[src/rtl/mul_share_arbiter.sv]
// rtl/mul_share_arbiter.sv - round-robin arbiter time-sharing one bmul Q8.8 multiplier
// Sequences the bmul reset / in_rdy / res_rdy handshake on behalf of NREQ requesters.
module mul_share_arbiter #(
  parameter int NREQ    = 4,
  parameter int TIMEOUT = 64
) (
  input  logic               clk,
  input  logic               rst,
  input  logic [NREQ-1:0]    req,
  input  logic [NREQ*16-1:0] a_in,
  input  logic [NREQ*16-1:0] b_in,
  output logic [NREQ-1:0]    gnt,
  output logic [NREQ-1:0]    done,
  output logic [NREQ-1:0]    err,
  output logic [31:0]        res,
  output logic               busy,
  output logic               m_rst,
  output logic [15:0]        m_a,
  output logic [15:0]        m_b,
  output logic               m_in_rdy,
  input  logic               m_res_rdy,
  input  logic [31:0]        m_res
);

  localparam int IW = (NREQ > 1) ? $clog2(NREQ) : 1;
  localparam int CW = $clog2(TIMEOUT + 1);

  typedef enum logic [2:0] {IDLE, GRANT, CLR, ISSUE, DONE, ABORT} state_t;

  state_t          state, next;
  logic [IW-1:0]   ptr, cur, win, cand, cur_inc;
  logic [CW-1:0]   cnt;
  logic [NREQ-1:0] cur_oh;
  logic            timed_out;
  int              j;

  // Scan downward from the farthest candidate so the nearest one at/after ptr wins.
  always_comb begin
    win  = ptr;
    cand = ptr;
    j    = 0;
    for (int k = NREQ - 1; k >= 0; k--) begin
      j = int'(ptr) + k;
      if (j >= NREQ) j = j - NREQ;
      cand = IW'(j);
      if (req[cand]) win = cand;
    end
  end

  assign cur_inc   = (cur == IW'(NREQ - 1)) ? '0 : cur + 1'b1;
  assign timed_out = (cnt == CW'(TIMEOUT - 1));
  assign cur_oh    = NREQ'(1) << cur;

  always_ff @(posedge clk or negedge rst) begin
    if (!rst) state <= IDLE;
    else      state <= next;
  end

  // Completion is tested before the watchdog so a late result still wins.
  always_comb begin
    next = state;
    case (state)
      IDLE:    if (|req) next = GRANT;
      GRANT:   next = CLR;
      CLR:     next = ISSUE;
      ISSUE: begin
        if (m_res_rdy)      next = DONE;
        else if (timed_out) next = ABORT;
      end
      DONE:    next = IDLE;
      ABORT:   next = IDLE;
      default: next = IDLE;
    endcase
  end

  always_ff @(posedge clk or negedge rst) begin
    if (!rst) begin
      ptr   <= '0;
      cur   <= '0;
      m_a   <= '0;
      m_b   <= '0;
      res   <= '0;
      cnt   <= '0;
      m_rst <= 1'b1;
    end else begin
      m_rst <= (next == GRANT) || (next == ABORT);
      case (state)
        IDLE: begin
          if (|req) begin
            cur <= win;
            m_a <= a_in[{win, 4'b0000} +: 16];
            m_b <= b_in[{win, 4'b0000} +: 16];
          end
        end
        CLR:   cnt <= '0;
        ISSUE: begin
          cnt <= cnt + 1'b1;
          if (m_res_rdy) res <= m_res;
        end
        DONE:  ptr <= cur_inc;
        ABORT: ptr <= cur_inc;
        default: ;
      endcase
    end
  end

  assign busy     = (state != IDLE);
  assign m_in_rdy = (state == ISSUE);
  assign gnt      = (state == GRANT) ? cur_oh : '0;
  assign done     = (state == DONE)  ? cur_oh : '0;
  assign err      = (state == ABORT) ? cur_oh : '0;

endmodule

[config.mk]
export PLATFORM = sky130hd
export DESIGN_NAME = mul_share_arbiter
export DESIGN_NICKNAME = d
export VERILOG_FILES = /design/src/rtl/mul_share_arbiter.sv
export SDC_FILE = /design/constraint.sdc
export NUM_CORES = 1
export LEC_CHECK = 0
export BUFFER_PORTS_ARGS = -buffer_cell sky130_fd_sc_hd__buf_4
export CORE_UTILIZATION = 44
export CTS_CLUSTER_DIAMETER = 80
export CTS_CLUSTER_SIZE = 24
export DETAILED_ROUTE_END_ITERATION = 10
export PLACE_DENSITY = 0.8
export REMOVE_ABC_BUFFERS = 1
export SYNTH_ARGS = -nofsm -noshare
export SYNTH_HDL_FRONTEND = slang
export SYNTH_SLANG_ARGS = --single-unit
[constraint.sdc]
create_clock -name clk -period 2.1 [get_ports clk]
set_input_delay 0.21 -clock clk [delete_from_list [all_inputs] [get_ports clk]]
set_output_delay 0.21 -clock clk [all_outputs]
set_load 0.02 [all_outputs]
### After elaboration in Yosys (flattened, before gate mapping)

Cells that the tools add are included.

* bits in registers: 79
* input port bits: 167
* word-level logic and storage cells: 70

* add/sub/neg operators: 9
* order comparisons: 8
* eq/ne operators: 9
* shift-type cells: 3
* mux-type cells: 25
* reductions and logical operators: 8

Operators by type and width (number)
* variable part select 64 x 7 -> 16 bit: 2
* two-way mux 2 bit: 9
* one-hot mux 7 bit (2 select lines): 1
* < comparator 2 x 3 -> 1 bit (second input constant): 4
* two-way mux 4 bit: 3
* one-hot mux 3 bit (4 select lines): 1
* equality test 3 bit (second input constant): 3
* >= comparator 3 bit (second input constant): 3
* two-way mux 3 bit: 3
* binary-select mux 1 bit (select 2 bit): 4
* subtractor 2 x 1 -> 2 bit (second input constant): 4
* adder 7 x 1 -> 7 bit (second input constant): 1
* equality test 7 x 6 -> 1 bit (second input constant): 1
* adder 2 x 2 -> 3 bit (second input constant): 2
* equality test 3 x 1 -> 1 bit (second input constant): 2
* equality test 3 x 2 -> 1 bit (second input constant): 2
* two-way mux 1 bit: 4
* AND reduction 2 bit: 2
* OR reduction 4 bit: 1
* << shifter 1 x 2 -> 4 bit (first input constant): 1
* adder 2 x 1 -> 3 bit (second input constant): 1
* >= comparator 2 x 3 -> 1 bit (second input constant): 1
* zero test 3 bit: 1
* nonzero test 3 bit: 1
* 5 further kinds: 5

### Longest topological paths before layout

* depth in word-level cells: 10
* depth in mapped cells: 7

### Worst setup path before layout

OpenSTA, ideal clock, no wires.

* kind: reg-to-reg
* start: reg state[2]
* end: reg res[12]
* data arrival time: 1.661 ns
* data required time: 1.972 ns
* setup slack: 0.311 ns
* cell stages (with the launch flop): 7
* buffers on the path: 2
* clock period less this slack: 1.789 ns
* cell sequence: dfrtp_1 -> buf_2 -> nand2b_1 -> nor2_2 -> nand2_1 -> buf_2 -> mux2_1

* longest elaborated chain between the ends: 2

Ends and longest elaborated chain
* start: declaration: RTL line 30 `state_t state, next;`
* start signal: assignment: RTL line 56 `else state <= next;`
* equality test 3 x 2 -> 1 bit
* net m_in_rdy: RTL line 20 `output logic m_in_rdy,`
* AND reduction 2 bit (no source line)
* end signal: assignment: RTL line 98 `if (m_res_rdy) res <= m_res;`
* end: declaration: RTL line 15 `output logic [31:0] res,`

The timed path passes the listed nets, and every way through them passes these cells.
A chain may end at the register's enable or synchronous reset.

### Worst setup path in the final report

* start: reg ptr[1]
* end: reg m_a[3]

* longest elaborated chain between the ends: 10
* elaborated cells on any way between the ends: 28

Ends and longest elaborated chain
* start: declaration: RTL line 31 `logic [IW-1:0] ptr, cur, win, cand, cur_inc;`
* start signal: assignment: RTL line 100 `DONE: ptr <= cur_inc;`
* start signal: assignment: RTL line 101 `ABORT: ptr <= cur_inc;`
* adder 2 x 2 -> 3 bit: RTL line 43 `j = int'(ptr) + k;`
* >= comparator 3 bit or subtractor 2 x 1 -> 2 bit (tied branches): RTL line 44 `if (j >= NREQ) j = j - NREQ;`
* two-way mux 2 bit: RTL line 44
* binary-select mux 1 bit (select 2 bit): RTL line 46 `if (req[cand]) win = cand;`
* two-way mux 1 bit (implied by the code): RTL line 46
* two-way mux 2 bit (3 in series): RTL line 46
* two-way mux 2 bit (*): RTL line 46
* variable part select 64 x 7 -> 16 bit (*): RTL line 91 `m_a <= a_in[{win, 4'b0000} +: 16];`
* end signal: assignment: RTL line 91
* end: declaration: RTL line 18 `output logic [15:0] m_a,`

Mark *: on every way between the ends. The rest lies on a longest branch, timed or not. The select of a mux whose other input is x is not followed.

==> flow_summary.json <==
{
  "status": "finished, final reports clean",
  "synth_area_leaders": "dfrtp_1 (46%), mux2i_1 (15%), a221oi_1 (6.2%)",
  "path_max_fanout": 29,
  "slew_violations": 0,
  "postRouteAntennaNets": 0,
  "rsz0062_at_grt": "false",
  "ys.flop_type": "dfrtp_1",
  "ios": 246,
  "grt-ovfl-total": 0,
  "async_flop_share_pct": 100,
  "via_count": 3874,
  "r2r_start": "ptr[1]",
  "cts.sinks": 79,
  "finalNonFillerCells": 742,
  "arrival_ns": 2.15,
  "synth.avg_cell_area_um2": 11.6,
  "fmax_mhz": 520,
  "clkLatencyLatePin_ns": 0.33,
  "synth_top_area_cell": "dfrtp_1",
  "grtUsageTotal_pct": 24.1,
  "yosysSeqAreaShare_pct": 46.8,
  "layout_setup_ws_ns": 0.178,
  "cts_tree": "yes",
  "worstRegToRegCells": 5,
  "yosysWarnings": 0,
  "grt_pass1_wl_um": 18800,
  "final_cell_mix": "buf_4 (254), dfrtp_1 (78), mux2i_1 (63)",
  "routed_wl_um": 12400,
  "dp.cells": 725,
  "ys_seq_elements": 79,
  "synth_top_cell_area_share_pct": 46.2,
  "path_class": "reg2reg",
  "final_nets": 780,
  "finClkSkew_ns": 0.00944,
  "cts_resized": 0,
  "drt_iter0_drc": 85,
  "cap_violations": 0,
  "crit_required_ns": 2.33,
  "clk_pin_slew_ns": 0.09,
  "startpoint_type": "flip-flop",
  "row_count": 35,
  "drive_gt1_share_pct": 49.6,
  "rrSetupSlack_ns": 0.18,
  "synth.distinct_cells": 49,
  "numPortBuffers": 245,
  "hpwl_um": 9660,
  "numCtsBuffers": 9,
  "wl_per_cell_um": 16.7,
  "critPathLaunch": "ptr[1]",
  "p_leak_nw": 3.23,
  "vdd_drop_max_uv": 564,
  "final_common_cell": "buf_4",
  "cts.path.max_buffers": 2,
  "synth_edf_count": 0,
  "hold_class": "in2reg",
  "period_needed_ns": 1.92,
  "fin_crit_sh_pct": 91.5,
  "routed_via_density": 5.22,
  "hold_viol_final": 0,
  "dr.pass1.iters": 4,
  "clockRootBuffer": "clkbuf_8",
  "r2r-end": "m_a[3]",
  "core-area_um2": 9280,
  "grt_max_degree": 54,
  "end_kind": "flip-flop",
  "postSynthCellCount": 363,
  "drc": 0,
  "cp-endpoint": "m_a[3]",
  "dp_slack_ns": 0.131,
  "die_w_um": 100,
  "htree_levels": 3,
  "gp_congestion": 0.820,
  "syn_to_final_growth_pct": 50.5,
  "setup_viol": 0,
  "relSlewSlack_pct": 72.5,
  "nFillCells": 715,
  "antenna_found_initial": 0,
  "die_area_um2": 9990,
  "grt_pass1_vias": 3916,
  "p_per_area_nw_per_um2": 1340,
  "syn-cell-area_um2": 4220,
  "die_h_um": 100,
  "tightest_slew_ns": 0.408,
  "antenna_cells": 0,
  "start_util_pct": 45.5,
  "min_delay_path_depth": 2
}
==> area by class of cell <==
type | instances | area (µm²) | area share [%]
Tap cell | 129 | 161 | 2.54
Multi-Input combinational cell | 254 | 2040 | 32.1
Clock inverter | 7 | 55.1 | 0.866
Inverter | 6 | 22.5 | 0.354
Sequential cell | 79 | 1980 | 31.1
Timing Repair Buffer | 258 | 1980 | 31.1
Clock buffer | 9 | 124 | 1.95
==> worst max-delay path, cell delays in order, from the launching register on <==
cell and delay, ns:
dfrtp_1 0.47, and3b_1 0.24, nor4_2 0.38, nor3_2 0.14, buf_4 0.27, a221oi_1 0.31
==> per-stage QoR <==
step	total power [mW]	TNS [ns]	hold slack (ns)	area [µm²]	util, %
2_1_floorplan	5.48	-30.58	-0.0856	4030	-
4_1_cts	8.60	0	0.0638	6360	68.5
6_report	8.55	0	0.0779	6360	68.5
5_1_grt	9.06	0	0.0580	6360	68.5
3_3_place_gp	7.40	0	0.158	6170	66.4
3_5_place_dp	7.54	0	0.162	6170	66.4
==> metal layers <==
| layer | vias to the layer above | wire [µm] | global-route usage (%) |
|---|---|---|---|
| li1 | 1838 | - | - |
| met4 | 0 | 280 | 8.60 |
| met3 | 20 | 883 | 6.27 |
| met2 | 159 | 6610 | 43.9 |
| met1 | 1857 | 4620 | 27.1 |
| met5 | - | 0 | 0 |
==> worst min path at each step <==
stage               startpoint      end  slack [ns]
finish                m_res[4]   res[4]        0.08
global route          m_res[1]   res[1]        0.06
CTS                   m_res[4]   res[4]        0.06
detailed placement         rst  res[12]        0.16
global placement           rst  res[12]        0.16
floorplan                  rst   cnt[0]       -0.09
==> synthesized netlist by cell type (3+ instances only) <==
cell type   n
nor2b_1     4
dfrtp_1    78
a22o_1      6
nor3_1      6
mux2_2     18
nor2_1     50
mux2i_1    63
or4_1       3
clkbuf_1    7
inv_1       6
mux2_1     17
buf_2       9
a221oi_1   30
nand2_1    11
o21a_1      3
ha_1        5
buf_12      4
buf_6       3
a21o_1      3
nand2b_1    4
==> cell families after synthesis <==
group                    share of synthesized area, %
adder cells (fa/ha/maj)                          1.48
AND/OR/NAND/NOR                                  10.8
buffers and inverters                            5.04
multiplexers                                     24.3
flip-flops                                       46.8
AO/OA/AOI/OAI                                    11.6
==> report_power, final <==
part	switching, mW	internal (mW)	total, mW
registers	0.495	2.26	2.76
logic	2.49	2.24	4.74
clock network	0.608	0.443	1.05
total	3.60	4.95	8.55
==> flip-flops by register name, summed over array words and instances, names as in the netlist <==
register,flops
m_rst,1
m_a,16
cur,2
cnt,7
m_b,16
res,32
ptr,2
state,3
==> timing repair <==
item                                   in CTS  in global routing
hold buffers                                1                  0
endpoints found under the hold margin      26                  0
buffers inserted                            0                  0
(Power assumes the default switching activity.)
